### config.mk
export PLATFORM = sky130hd
export DESIGN_NAME = pixel_uart_tx
export DESIGN_NICKNAME = d
export VERILOG_FILES = /design/src/rtl/pixel_uart_tx_pkg.sv /design/src/rtl/pixel_uart_tx_byte_tx.sv /design/src/rtl/pixel_uart_tx.sv
export SDC_FILE = /design/constraint.sdc
export NUM_CORES = 1
export LEC_CHECK = 0
export CAP_MARGIN = 20
export CELL_PAD_IN_SITES_DETAIL_PLACEMENT = 1
export CELL_PAD_IN_SITES_GLOBAL_PLACEMENT = 1
export CORE_ASPECT_RATIO = 0.6
export CORE_MARGIN = 5
export CORE_UTILIZATION = 45
export DETAILED_ROUTE_END_ITERATION = 7
export MAX_ROUTING_LAYER = met4
export PLACE_DENSITY = 0.86
export SLEW_MARGIN = 25
export SYNTH_ARGS = -nofsm -noshare
export SYNTH_HDL_FRONTEND = slang
export SYNTH_SLANG_ARGS = --single-unit
### constraint.sdc
create_clock -name S_CLK -period 2.2 [get_ports S_CLK]
set_input_delay 0.44 -clock S_CLK [delete_from_list [all_inputs] [get_ports S_CLK]]
set_output_delay 0.44 -clock S_CLK [all_outputs]
set_load 0.005 [all_outputs]
### src/rtl/pixel_uart_tx_pkg.sv
// Shared constants for the pixel UART streamer: FSM encodings, frame header bytes
// and default timing/frame parameters.
package pixel_uart_tx_pkg;

  localparam int DEF_CLK_FREQ   = 40000000;
  localparam int DEF_BAUD       = 115200;
  localparam int DEF_IMAGE_SIZE = 76800;

  localparam logic [2:0] ST_IDLE    = 3'd0;
  localparam logic [2:0] ST_HDR     = 3'd1;
  localparam logic [2:0] ST_FETCH   = 3'd2;
  localparam logic [2:0] ST_LATCH   = 3'd3;
  localparam logic [2:0] ST_SEND_HI = 3'd4;
  localparam logic [2:0] ST_SEND_LO = 3'd5;

  localparam logic [7:0] HDR_BYTE0 = 8'h01;
  localparam logic [7:0] HDR_BYTE1 = 8'hFE;

endpackage

### src/rtl/pixel_uart_tx_byte_tx.sv
// 8N1 byte serializer. done fires in the last cycle of the stop bit, where a new
// start is accepted so consecutive bytes leave no idle gap on the line.
module uart_byte_tx #(
  parameter int BIT_DIV = 347
) (
  input  logic       S_CLK,
  input  logic       RST_N,
  input  logic       start,
  input  logic [7:0] tx_byte,
  output logic       txd,
  output logic       busy,
  output logic       done
);
  localparam int CW = (BIT_DIV > 1) ? $clog2(BIT_DIV) : 1;
  localparam logic [CW-1:0] BAUD_LAST = CW'(BIT_DIV - 1);

  logic          active_reg;
  logic [CW-1:0] baud_cnt_reg;
  logic [3:0]    bit_cnt_reg;
  logic [8:0]    shift_reg;
  logic          txd_reg;
  logic          last_cycle;

  assign last_cycle = active_reg && (bit_cnt_reg == 4'd9) && (baud_cnt_reg == BAUD_LAST);
  assign done = last_cycle;
  assign busy = active_reg && !last_cycle;
  assign txd  = txd_reg;

  // shift_reg holds the data bits followed by the stop bit; the start bit is driven directly
  always_ff @(posedge S_CLK or negedge RST_N) begin
    if (!RST_N) begin
      active_reg   <= 1'b0;
      baud_cnt_reg <= '0;
      bit_cnt_reg  <= 4'd0;
      shift_reg    <= '0;
      txd_reg      <= 1'b1;
    end else if (start && !busy) begin
      active_reg   <= 1'b1;
      baud_cnt_reg <= '0;
      bit_cnt_reg  <= 4'd0;
      shift_reg    <= {1'b1, tx_byte};
      txd_reg      <= 1'b0;
    end else if (active_reg) begin
      if (baud_cnt_reg == BAUD_LAST) begin
        baud_cnt_reg <= '0;
        if (bit_cnt_reg == 4'd9) begin
          active_reg <= 1'b0;
          txd_reg    <= 1'b1;
        end else begin
          bit_cnt_reg <= bit_cnt_reg + 4'd1;
          txd_reg     <= shift_reg[0];
          shift_reg   <= {1'b1, shift_reg[8:1]};
        end
      end else begin
        baud_cnt_reg <= baud_cnt_reg + 1'b1;
      end
    end
  end

endmodule

### src/rtl/pixel_uart_tx.sv
// Streams 16-bit pixels from a non-showahead FIFO over UART, high byte first.
// Define FRAME_HEADER_EN to prefix every frame with the bytes 01 FE.
module pixel_uart_tx
  import pixel_uart_tx_pkg::*;
#(
  parameter int CLK_FREQ   = DEF_CLK_FREQ,
  parameter int BAUD       = DEF_BAUD,
  parameter int IMAGE_SIZE = DEF_IMAGE_SIZE
) (
  input  logic        S_CLK,
  input  logic        RST_N,
  input  logic [8:0]  r_usedw,
  output logic        r_req,
  input  logic [15:0] r_data,
  output logic        uart_txd,
  output logic        tx_busy,
  output logic        frame_done
);
  localparam int BIT_DIV = CLK_FREQ / BAUD;
  localparam int PIX_W   = $clog2(IMAGE_SIZE + 1);
  localparam logic [PIX_W-1:0] LAST_PIX = PIX_W'(IMAGE_SIZE - 1);

  logic [2:0]       state_reg, state_next;
  logic [PIX_W-1:0] pix_cnt_reg;
  logic [15:0]      hold_reg;
  logic             r_req_reg, frame_done_reg;
  logic             tx_start, tx_done, byte_busy, byte_idle, last_pix;
  logic [7:0]       tx_data;
`ifdef FRAME_HEADER_EN
  logic             hdr_idx_reg;
`endif

  assign byte_idle  = !byte_busy && !tx_done;
  assign last_pix   = (pix_cnt_reg == LAST_PIX);
  assign r_req      = r_req_reg;
  assign frame_done = frame_done_reg;
  assign tx_busy    = (state_reg != ST_IDLE);

  always_comb begin
    state_next = state_reg;
    tx_start   = 1'b0;
    tx_data    = hold_reg[15:8];
    case (state_reg)
      ST_IDLE: begin
        if (r_usedw != 9'd0) begin
          state_next = ST_FETCH;
`ifdef FRAME_HEADER_EN
          if (pix_cnt_reg == '0) begin
            state_next = ST_HDR;
            tx_start   = 1'b1;
            tx_data    = HDR_BYTE0;
          end
`endif
        end
      end
`ifdef FRAME_HEADER_EN
      ST_HDR: begin
        if (tx_done) begin
          if (!hdr_idx_reg) begin
            tx_start = 1'b1;
            tx_data  = HDR_BYTE1;
          end else begin
            state_next = ST_FETCH;
          end
        end
      end
`endif
      ST_FETCH: state_next = ST_LATCH;
      ST_LATCH: state_next = ST_SEND_HI;
      ST_SEND_HI: begin
        // first cycle here the serializer is idle; the low byte chains on done
        if (byte_idle) begin
          tx_start = 1'b1;
        end else if (tx_done) begin
          tx_start   = 1'b1;
          tx_data    = hold_reg[7:0];
          state_next = ST_SEND_LO;
        end
      end
      ST_SEND_LO: begin
        if (tx_done) begin
          if (last_pix || r_usedw == 9'd0) state_next = ST_IDLE;
          else                             state_next = ST_FETCH;
        end
      end
      default: state_next = ST_IDLE;
    endcase
  end

  always_ff @(posedge S_CLK or negedge RST_N) begin
    if (!RST_N) begin
      state_reg      <= ST_IDLE;
      pix_cnt_reg    <= '0;
      hold_reg       <= 16'd0;
      r_req_reg      <= 1'b0;
      frame_done_reg <= 1'b0;
`ifdef FRAME_HEADER_EN
      hdr_idx_reg    <= 1'b0;
`endif
    end else begin
      state_reg      <= state_next;
      r_req_reg      <= (state_next == ST_FETCH);
      frame_done_reg <= (state_reg == ST_SEND_LO) && tx_done && last_pix;
      if (state_reg == ST_LATCH) hold_reg <= r_data;
      if (state_reg == ST_SEND_LO && tx_done)
        pix_cnt_reg <= last_pix ? '0 : pix_cnt_reg + 1'b1;
`ifdef FRAME_HEADER_EN
      if (state_reg == ST_HDR && tx_done) hdr_idx_reg <= !hdr_idx_reg;
`endif
    end
  end

  uart_byte_tx #(.BIT_DIV(BIT_DIV)) u_byte_tx (
    .S_CLK   (S_CLK),
    .RST_N   (RST_N),
    .start   (tx_start),
    .tx_byte (tx_data),
    .txd     (uart_txd),
    .busy    (byte_busy),
    .done    (tx_done)
  );

endmodule

* Yosys cells after proc, flatten, opt, wreduce, memory -nomap -nowiden *
Index checks and enable logic that the tools add are counted.

storage, ports and cells
  RAM bits = 0
  output and inout port bits = 4
  logic and storage cells = 72
  bits in registers = 62
  bits in latches = 0
  ROM bits = 0
  bits of input ports = 27
  memories kept = 0

operators by class
  reductions and logical operators = 18
  div/mod/pow operators = 0
  bitwise logic cells = 0
  muxes and demuxes = 32
  order comparisons = 0
  shift-type cells = 0
  eq/ne operators = 9
  add/sub/neg operators = 3
  multipliers = 0

operators with widths
  kind                                            number
  2-to-1 mux 9 bit                                7
  2-to-1 mux 8 bit                                3
  adder 17 x 1 -> 17 bit (second input constant)  1
  == test 17 bit (second input constant)          1
  2-to-1 mux 17 bit                               1
  2-to-1 mux 4 bit                                4
  case mux 3 bit (5 select lines)                 1
  2-to-1 mux 3 bit                                4
  2-to-1 mux 1 bit                                11
  adder 9 x 1 -> 9 bit (second input constant)    1
  == test 3 x 2 -> 1 bit (second input constant)  3
  == test 9 bit (second input constant)           1
  zero test 9 bit                                 1
  nonzero test 9 bit                              1
  logical AND 1 bit                               7
  == test 3 bit (second input constant)           2
  adder 4 x 1 -> 4 bit (second input constant)    1
  == test 4 bit (second input constant)           1
  nonzero test 2 bit                              2
  zero test 3 bit                                 1
  AND reduction 3 bit                             1
  nonzero test 3 bit                              1
  zero test 1 bit                                 2
  2-to-1 mux 2 bit                                1
  other kinds (3)                                 3

* Longest topological paths before layout *
Gate-level depths: netlist of run 1.

  depth in word-level cells = 12
  mapped depth = 9
  mapped depth without buffers = 7

* Modules after synthesis *
Synthesis of run 1 repeated with hierarchy kept, for this count alone.

unflattened totals
  cells, all modules = 271
  area, all modules = 3,096.7 um^2

by module, submodules not included
  module         seq. area each (um^2)  cells each  times used  area an instance (um^2)
  pixel_uart_tx  950.9                  155         1           1,856.8
  uart_byte_tx   601.8                  116         1           1,239.9

* Worst setup path after synthesis of run 1 *
OpenSTA, ideal clock, no wires.

  kind = register to register
  from = register u_byte_tx.baud_cnt_reg[2]
  to = register pix_cnt_reg[5]
  buffers on the path = 1
  cell stages (with the launch flop) = 6
  setup slack = 130 ps
  arrival time = 1,949 ps
  period minus slack after synthesis = 2,070 ps
  library setup time = 121 ps
  required time = 2,079 ps
  path through = dfrtp_1 or4b_4 nor4_4 buf_6 mux2i_1 nand2_1

on the way
  cells in the longest elaborated chain, start to end = 3

ends and longest elaborated chain
  what                    RTL line                     RTL
  start, declared         pixel_uart_tx_byte_tx.sv:18  logic [CW-1:0] baud_cnt_reg;
  start signal, assigned  pixel_uart_tx_byte_tx.sv:55  baud_cnt_reg <= baud_cnt_reg + 1'b1;
  == test 9 bit           pixel_uart_tx_byte_tx.sv:24  assign last_cycle = active_reg && (bit_cnt_reg == 4'd9) && (baud_cnt_reg == BAUD_LAST);
  logical AND 1 bit       pixel_uart_tx_byte_tx.sv:24
  logical AND 1 bit       pixel_uart_tx.sv:105         if (state_reg == ST_SEND_LO && tx_done)
  end signal, assigned    pixel_uart_tx.sv:106         pix_cnt_reg <= last_pix ? '0 : pix_cnt_reg + 1'b1;
  end, declared           pixel_uart_tx.sv:24          logic [PIX_W-1:0] pix_cnt_reg;

Every way passes these cells.
A chain may end at the register's enable or synchronous reset.

* Final worst setup path of run 1 *
  from = register state_reg[1]
  to = output tx_busy

on the way
  cells in the longest elaborated chain, start to end = 1

ends and longest elaborated chain
  what                    RTL line              RTL
  start, declared         pixel_uart_tx.sv:23   logic [2:0] state_reg, state_next;
  start signal, assigned  pixel_uart_tx.sv:101  state_reg <= state_next;
  nonzero test 3 bit      pixel_uart_tx.sv:37   assign tx_busy = (state_reg != ST_IDLE);
  end, declared           pixel_uart_tx.sv:16   output logic tx_busy,

Every way passes these cells.

==> results.py, run 1 <==
metrics = {
    "worst_hold_path": {
        "hold_class": "in2async",
    },
    "sta": {
        "tns_ns": 0,
        "rsz0062_at_grt": "false",
        "fin_crit_ns": 2.12,
        "worst_pin_slew_ns": 0.519,
        "hold_violations": 0,
        "clock.fmax_mhz": 473,
        "setup_slack_ns": 0.0844,
        "slew_viol_final": 0,
        "setup_viol": 0,
        "skew_ns": 0.0113,
        "slew_headroom_pct": 64.9,
        "fin_crit_sh_pct": 96.2,
    },
    "synthesis": {
        "synth.distinct_cells": 45,
        "syn_nets": 314,
        "ys_async_sr_fraction_pct": 100,
        "avgSynthCellArea_um2": 10.6,
        "syn_area_um2": 3000,
        "synth_ff_type": "dfrtp_1",
        "synth_cells": 282,
        "ys.warnings.count": 0,
        "synth-seq-cells": 62,
        "ys_seq_area_share_pct": 51.8,
        "synth-edff-count": 0,
    },
    "power_and_ir_drop": {
        "ir_drop_mv": 0.365,
        "powerDensity_nw_per_um2": 627,
        "leakage_nw": 1.57,
    },
    "placement": {
        "gp_congestion": 0.827,
        "dp_hpwl_mm": 5.36,
        "dpl_worst_slack_ns": 0.0946,
        "port_buffers": 30,
    },
    "route": {
        "routed_wl_mm": 7.75,
        "ant_nets": 0,
        "drt-pass1-iter-count": 4,
        "drcViolationCount": 0,
        "drt_iter0_drc": 112,
        "vias": 2414,
        "vias_per_cell": 5.76,
        "wl_per_cell_um": 18.5,
    },
    "final_layout": {
        "syn2layout_area_growth_pct": 23.4,
        "mostFrequentLayoutCell": "dfrtp_1",
        "largest_reg_flops": 17,
        "layout.nets": 359,
        "drive_gt1_share_pct": 16.6,
        "antenna_cells": 0,
        "final.fill_count": 717,
        "layout_common_cells": "dfrtp_1 (61), nand2_1 (30), clkdlybuf4s50_1 (29), nor2_1 (18), mux2_2 (17)",
    },
    "critical_path": {
        "criticalPathCategory": "reg2out",
        "cp-start-kind": "register",
        "worst_ep_arrival_time_ns": 1.68,
        "cp_max_fo": 10,
        "cp-end-kind": "primary output",
        "crit_required_ns": 1.76,
    },
    "clock_network": {
        "post_cts_resized": 0,
        "cts_hold_buf": 0,
        "root_buffer": "clkbuf_8",
        "clockBufferDepth": 2,
        "cts_tree": "done",
        "cts_setup_buffers": 0,
        "clock-sinks": 62,
        "clk_pin_slew_ns": 0.07,
        "cts_buffers": 9,
        "clock_latency_ns": 0.34,
        "cts_htree_levels": 3,
    },
    "grt": {
        "track_usage_pct": 21.3,
        "grt_pass1_wl_mm": 13.4,
        "grt_antenna_before_repair": 0,
        "grt_pass1_vias": 2619,
        "grt.overflow.total": 0,
        "grt_max_degree": 63,
    },
    "floorplan": {
        "rows": 23,
        "coreArea_um2": 6590,
        "dieArea_um2": 8450,
        "die_h_um": 73.3,
        "start_util_pct": 45.5,
        "fp.dieW_um": 115,
        "num_io_pins": 31,
    },
    "job": {
        "maxCapViolations": 0,
    },
    "status": {
        "status": "completed",
    },
}
synthesized netlist by cell type (all sizes together) (4+ instances only):
library cell	number	area, µm²
nor2b	4	25.0
nand2	31	119
and3	5	31.3
xnor2	10	87.6
nand4	8	50.1
o21ai	17	85.1
clkbuf	9	33.8
mux2	17	191
inv	6	22.5
o31ai	5	37.5
a31oi	6	37.5
a22oi	16	120
and4	4	35.0
nand3	15	87.6
dfrtp	61	1530
nor3	6	40.0
ha	5	62.6
nor2	18	67.6
stage by stage:
stage | instance area [µm²] | util, % | total power, W | std cells | hold WS (ns)
4_1_cts | 3700 | 56.1 | 0.00235 | 419 | 0.0925
3_3_place_gp | 3490 | 53.0 | 0.00129 | 403 | 0.459
5_1_grt | 3700 | 56.2 | 0.00242 | 419 | 0.109
2_1_floorplan | 3000 | - | 0.00121 | 282 | 0.144
6_report | 3700 | 56.2 | 0.00232 | 419 | 0.0886
3_5_place_dp | 3490 | 53.0 | 0.00130 | 403 | 0.458
final cells by class:
| cell class | count | area, µm² | area share (%) |
|---|---|---|---|
| inverter | 6 | 22.5 | 0.608 |
| multi-input combinational | 204 | 1380 | 37.4 |
| tap | 87 | 109 | 2.94 |
| sequential | 62 | 1550 | 41.9 |
| clock inverter | 4 | 55.1 | 1.49 |
| clock buffer | 12 | 155 | 4.19 |
| timing repair buffer | 44 | 425 | 11.5 |
metal layers:
layer  wire length [µm]  track usage [%]  up-vias
li1                   -                -     1130
met1               3600             27.9     1217
met2               3620             33.1       60
met3                459             6.01        7
met4                 72             5.21        0
met5                  0                -        -
where the power goes:
part	leakage (nW)	total [W]	switching [W]	internal [W]
logic	0.699	0.0000961	0.0000368	0.0000593
clock network	0.103	0.00105	0.000461	0.000589
registers	0.771	0.00118	0.0000131	0.00116
final timing paths:
check | from | end | slack (ns) | cells after the start
min in group S_CLK | u_byte_tx.shift_reg[8] | u_byte_tx.shift_reg[8] | 0.48 | 1
setup / recovery | state_reg[1] | tx_busy | 0.08 | 2
setup reg to reg | u_byte_tx.baud_cnt_reg[2] | state_reg[0] | 0.11 | 7
hold / removal | RST_N | hold_reg[15] | 0.09 | 2
hold reg to reg | u_byte_tx.shift_reg[8] | u_byte_tx.shift_reg[8] | 0.48 | 1
max in group asynchronous | RST_N | u_byte_tx.txd | 1.81 | 2
critical path, stage by stage, from the launching register on:
cell and delay, ns:
dfrtp_1 0.48, or3_1 0.40, clkdlybuf4s50_1 0.45
cells by family (layout without fill, tap and decap cells):
family,count (synthesis),after routing,synth area share (%)
and+or+nand+nor,113,113,21.4
DFF,62,62,51.8
AOI/OAI and AO/OA,53,53,11.4
muxes,20,20,7.38
buffers and inverters,16,66,2.25
xor gates and xnor gates,13,13,3.79
adders and majority gates,5,5,2.09
Power figures use the tool's default switching activity.
==> inputs of run 2 (changes only) <==
--- a/config.mk
+++ b/config.mk
@@ -5,7 +5,7 @@
 export SDC_FILE = /design/constraint.sdc
 export NUM_CORES = 1
 export LEC_CHECK = 0
-export CAP_MARGIN = 20
+export CAP_MARGIN = 10
 export CELL_PAD_IN_SITES_DETAIL_PLACEMENT = 1
 export CELL_PAD_IN_SITES_GLOBAL_PLACEMENT = 1
 export CORE_ASPECT_RATIO = 0.6
@@ -14,6 +14,7 @@
 export DETAILED_ROUTE_END_ITERATION = 7
 export MAX_ROUTING_LAYER = met4
 export PLACE_DENSITY = 0.86
+export SETUP_SLACK_MARGIN = 0.4
 export SLEW_MARGIN = 25
 export SYNTH_ARGS = -nofsm -noshare
 export SYNTH_HDL_FRONTEND = slang
==> run 2 against run 1 <==
  * Sequential power barely moved
  * Hold slack got worse by 0.0023 ns
  * First-iteration DRC count rose by 130%
  * Utilization rose by 11 points
  * Non-clock buffer count rose by 38
  * Via count rose by 27%
  * Sequential cell count did not move
  * Fmax fell by 3.0%
  * Critical path type is now reg2reg
  * Largest cell class is now multi-input gates
  * Highest routed layer unchanged
==> results.py, run 2 (synthesized netlist as in run 1, its figures left out) <==
metrics = {
    "status": {
        "status": "completed",
    },
    "sta": {
        "skew_ns": 0.00776,
        "hold_violations": 0,
        "slew_viol_final": 0,
        "worst_pin_slew_ns": 0.614,
        "rsz0062_at_grt": "true",
        "slew_headroom_pct": 58.9,
        "clock.fmax_mhz": 459,
        "fin_crit_ns": 2.18,
        "setup_viol": 0,
        "fin_crit_sh_pct": 99.1,
    },
    "final_layout": {
        "drive_gt1_share_pct": 40.4,
        "mostFrequentLayoutCell": "dfrtp_1",
        "antenna_cells": 0,
        "largest_reg_flops": 17,
        "final_util_pct": 67.1,
        "syn2layout_area_growth_pct": 47.3,
        "layout.nets": 398,
        "layout_common_cells": "dfrtp_1 (51), buf_4 (36), clkdlybuf4s50_1 (27), nand2_1 (26), nor2_1 (17)",
        "final_cells": 458,
    },
    "placement": {
        "dp_cells": 404,
        "dp_hpwl_mm": 5.60,
        "gp_congestion": 0.842,
        "port_buffers": 30,
    },
    "clock_network": {
        "clock-sinks": 62,
        "clockBufferDepth": 2,
        "cts_buffers": 9,
        "cts_htree_levels": 3,
        "clock_latency_ns": 0.36,
        "clk_pin_slew_ns": 0.08,
        "cts_tree": "done",
        "root_buffer": "clkbuf_8",
        "cts_hold_buf": 0,
    },
    "critical_path": {
        "path_cells": "inv_1 -> ha_2 -> nand3b_1 -> buf_4 -> nor2_1 -> nand4b_1 -> nor3_2 -> xor2_1",
        "cp-end-kind": "register",
        "criticalPathCategory": "reg2reg",
        "cpMaxStageDelayCell": "dfrtp_2",
        "worst_ep_arrival_time_ns": 2.45,
        "slowest_delay_ns": 0.46,
        "cp_max_fo": 5,
        "crit_required_ns": 2.47,
        "cp_top_family": "simple AND/OR/NAND/NOR gates",
        "crit_buf_inv": 2,
        "cp-start-kind": "register",
    },
    "grt": {
        "grt_pass1_wl_mm": 16.6,
        "track_usage_pct": 27.1,
        "grt_antenna_before_repair": 0,
        "grt_max_degree": 63,
        "grt_pass1_vias": 3019,
        "grt.overflow.total": 0,
    },
    "power_and_ir_drop": {
        "leakage_nw": 1.86,
        "powerDensity_nw_per_um2": 547,
        "ir_drop_mv": 0.439,
    },
    "route": {
        "drt_iter0_drc": 256,
        "routed_wl_mm": 13.7,
        "drcViolationCount": 0,
        "vias": 3058,
        "drt-pass1-iter-count": 5,
        "vias_per_cell": 6.68,
        "ant_nets": 0,
        "wl_per_cell_um": 29.9,
    },
    "floorplan": {
        "num_io_pins": 31,
        "die_h_um": 73.3,
        "fp.dieW_um": 115,
        "dieArea_um2": 8450,
        "coreArea_um2": 6590,
        "rows": 23,
        "start_util_pct": 45.5,
    },
    "job": {
        "maxCapViolations": 0,
    },
    "worst_hold_path": {
        "hold_class": "in2async",
    },
}
run 2: worst register-to-register path: cells and delay by family, from the launching register on:
kind,cells,cell delay [ns]
xor+xnor,1,0.21
buf+inv,2,0.36
fa+ha+maj,1,0.22
flops,1,0.46
simple gates,4,0.85
run 2: timing repair:
action / in CTS / in global routing
setup buffers: 16 / 20
gates resized for setup: 35 / 58
setup endpoints to repair: 41 / 40
pin swaps: 9 / 34
gates cloned: 1 / 1
endpoints found under the hold margin: 0 / 0
run 2: final timing paths:
| path | from | end | slack (ns) | depth (start not counted) |
|---|---|---|---|---|
| min in group S_CLK | hold_reg[12] | u_byte_tx.shift_reg[4] | 0.53 | 2 |
| max in group asynchronous | RST_N | state_reg[2] | 1.80 | 2 |
| worst max-delay path | u_byte_tx.bit_cnt_reg[1] | pix_cnt_reg[15] | 0.02 | 8 |
| worst min-delay path | RST_N | u_byte_tx.baud_cnt_reg[6] | 0.09 | 2 |
| worst min register to register | hold_reg[12] | u_byte_tx.shift_reg[4] | 0.53 | 2 |
| worst max register to register | u_byte_tx.bit_cnt_reg[1] | pix_cnt_reg[15] | 0.02 | 8 |
run 2: layer usage:
metal | wire length (µm) | up-vias | global-route usage [%]
li1 | - | 1206 | -
met3 | 1410 | 78 | 7.00
met1 | 5330 | 1527 | 33.4
met4 | 767 | 0 | 11.2
met2 | 6200 | 247 | 42.9
met5 | 0 | - | -
run 2: through the flow:
stage          TNS (ns)  instance area (µm²)  setup slack (ns)  power [W]  hold WS [ns]
6_report              0                 4420            0.0193    0.00242        0.0863
5_1_grt        -0.00994                 4420          -0.00994    0.00249         0.107
4_1_cts               0                 4000             0.243    0.00237         0.105
3_5_place_dp          0                 3500            0.0832    0.00130         0.477
3_3_place_gp          0                 3500             0.166    0.00129         0.452
2_1_floorplan         0                 3010             0.297    0.00121         0.144
run 2: power by group:
part           switching [W]  internal [W]  leakage (nW)
Clock               0.000510      0.000618         0.105
Sequential         0.0000214       0.00116         0.757
Combinational      0.0000428     0.0000628         0.994
Total               0.000574       0.00184          1.86
run 2: final cells by class:
type	instances	area, µm²
Sequential cell	62	1570
Tap cell	87	109
Clock inverter	4	53.8
Inverter	6	22.5
Clock buffer	12	165
Multi-Input combinational cell	205	1720
Fill cell	644	2170
Timing Repair Buffer	82	782
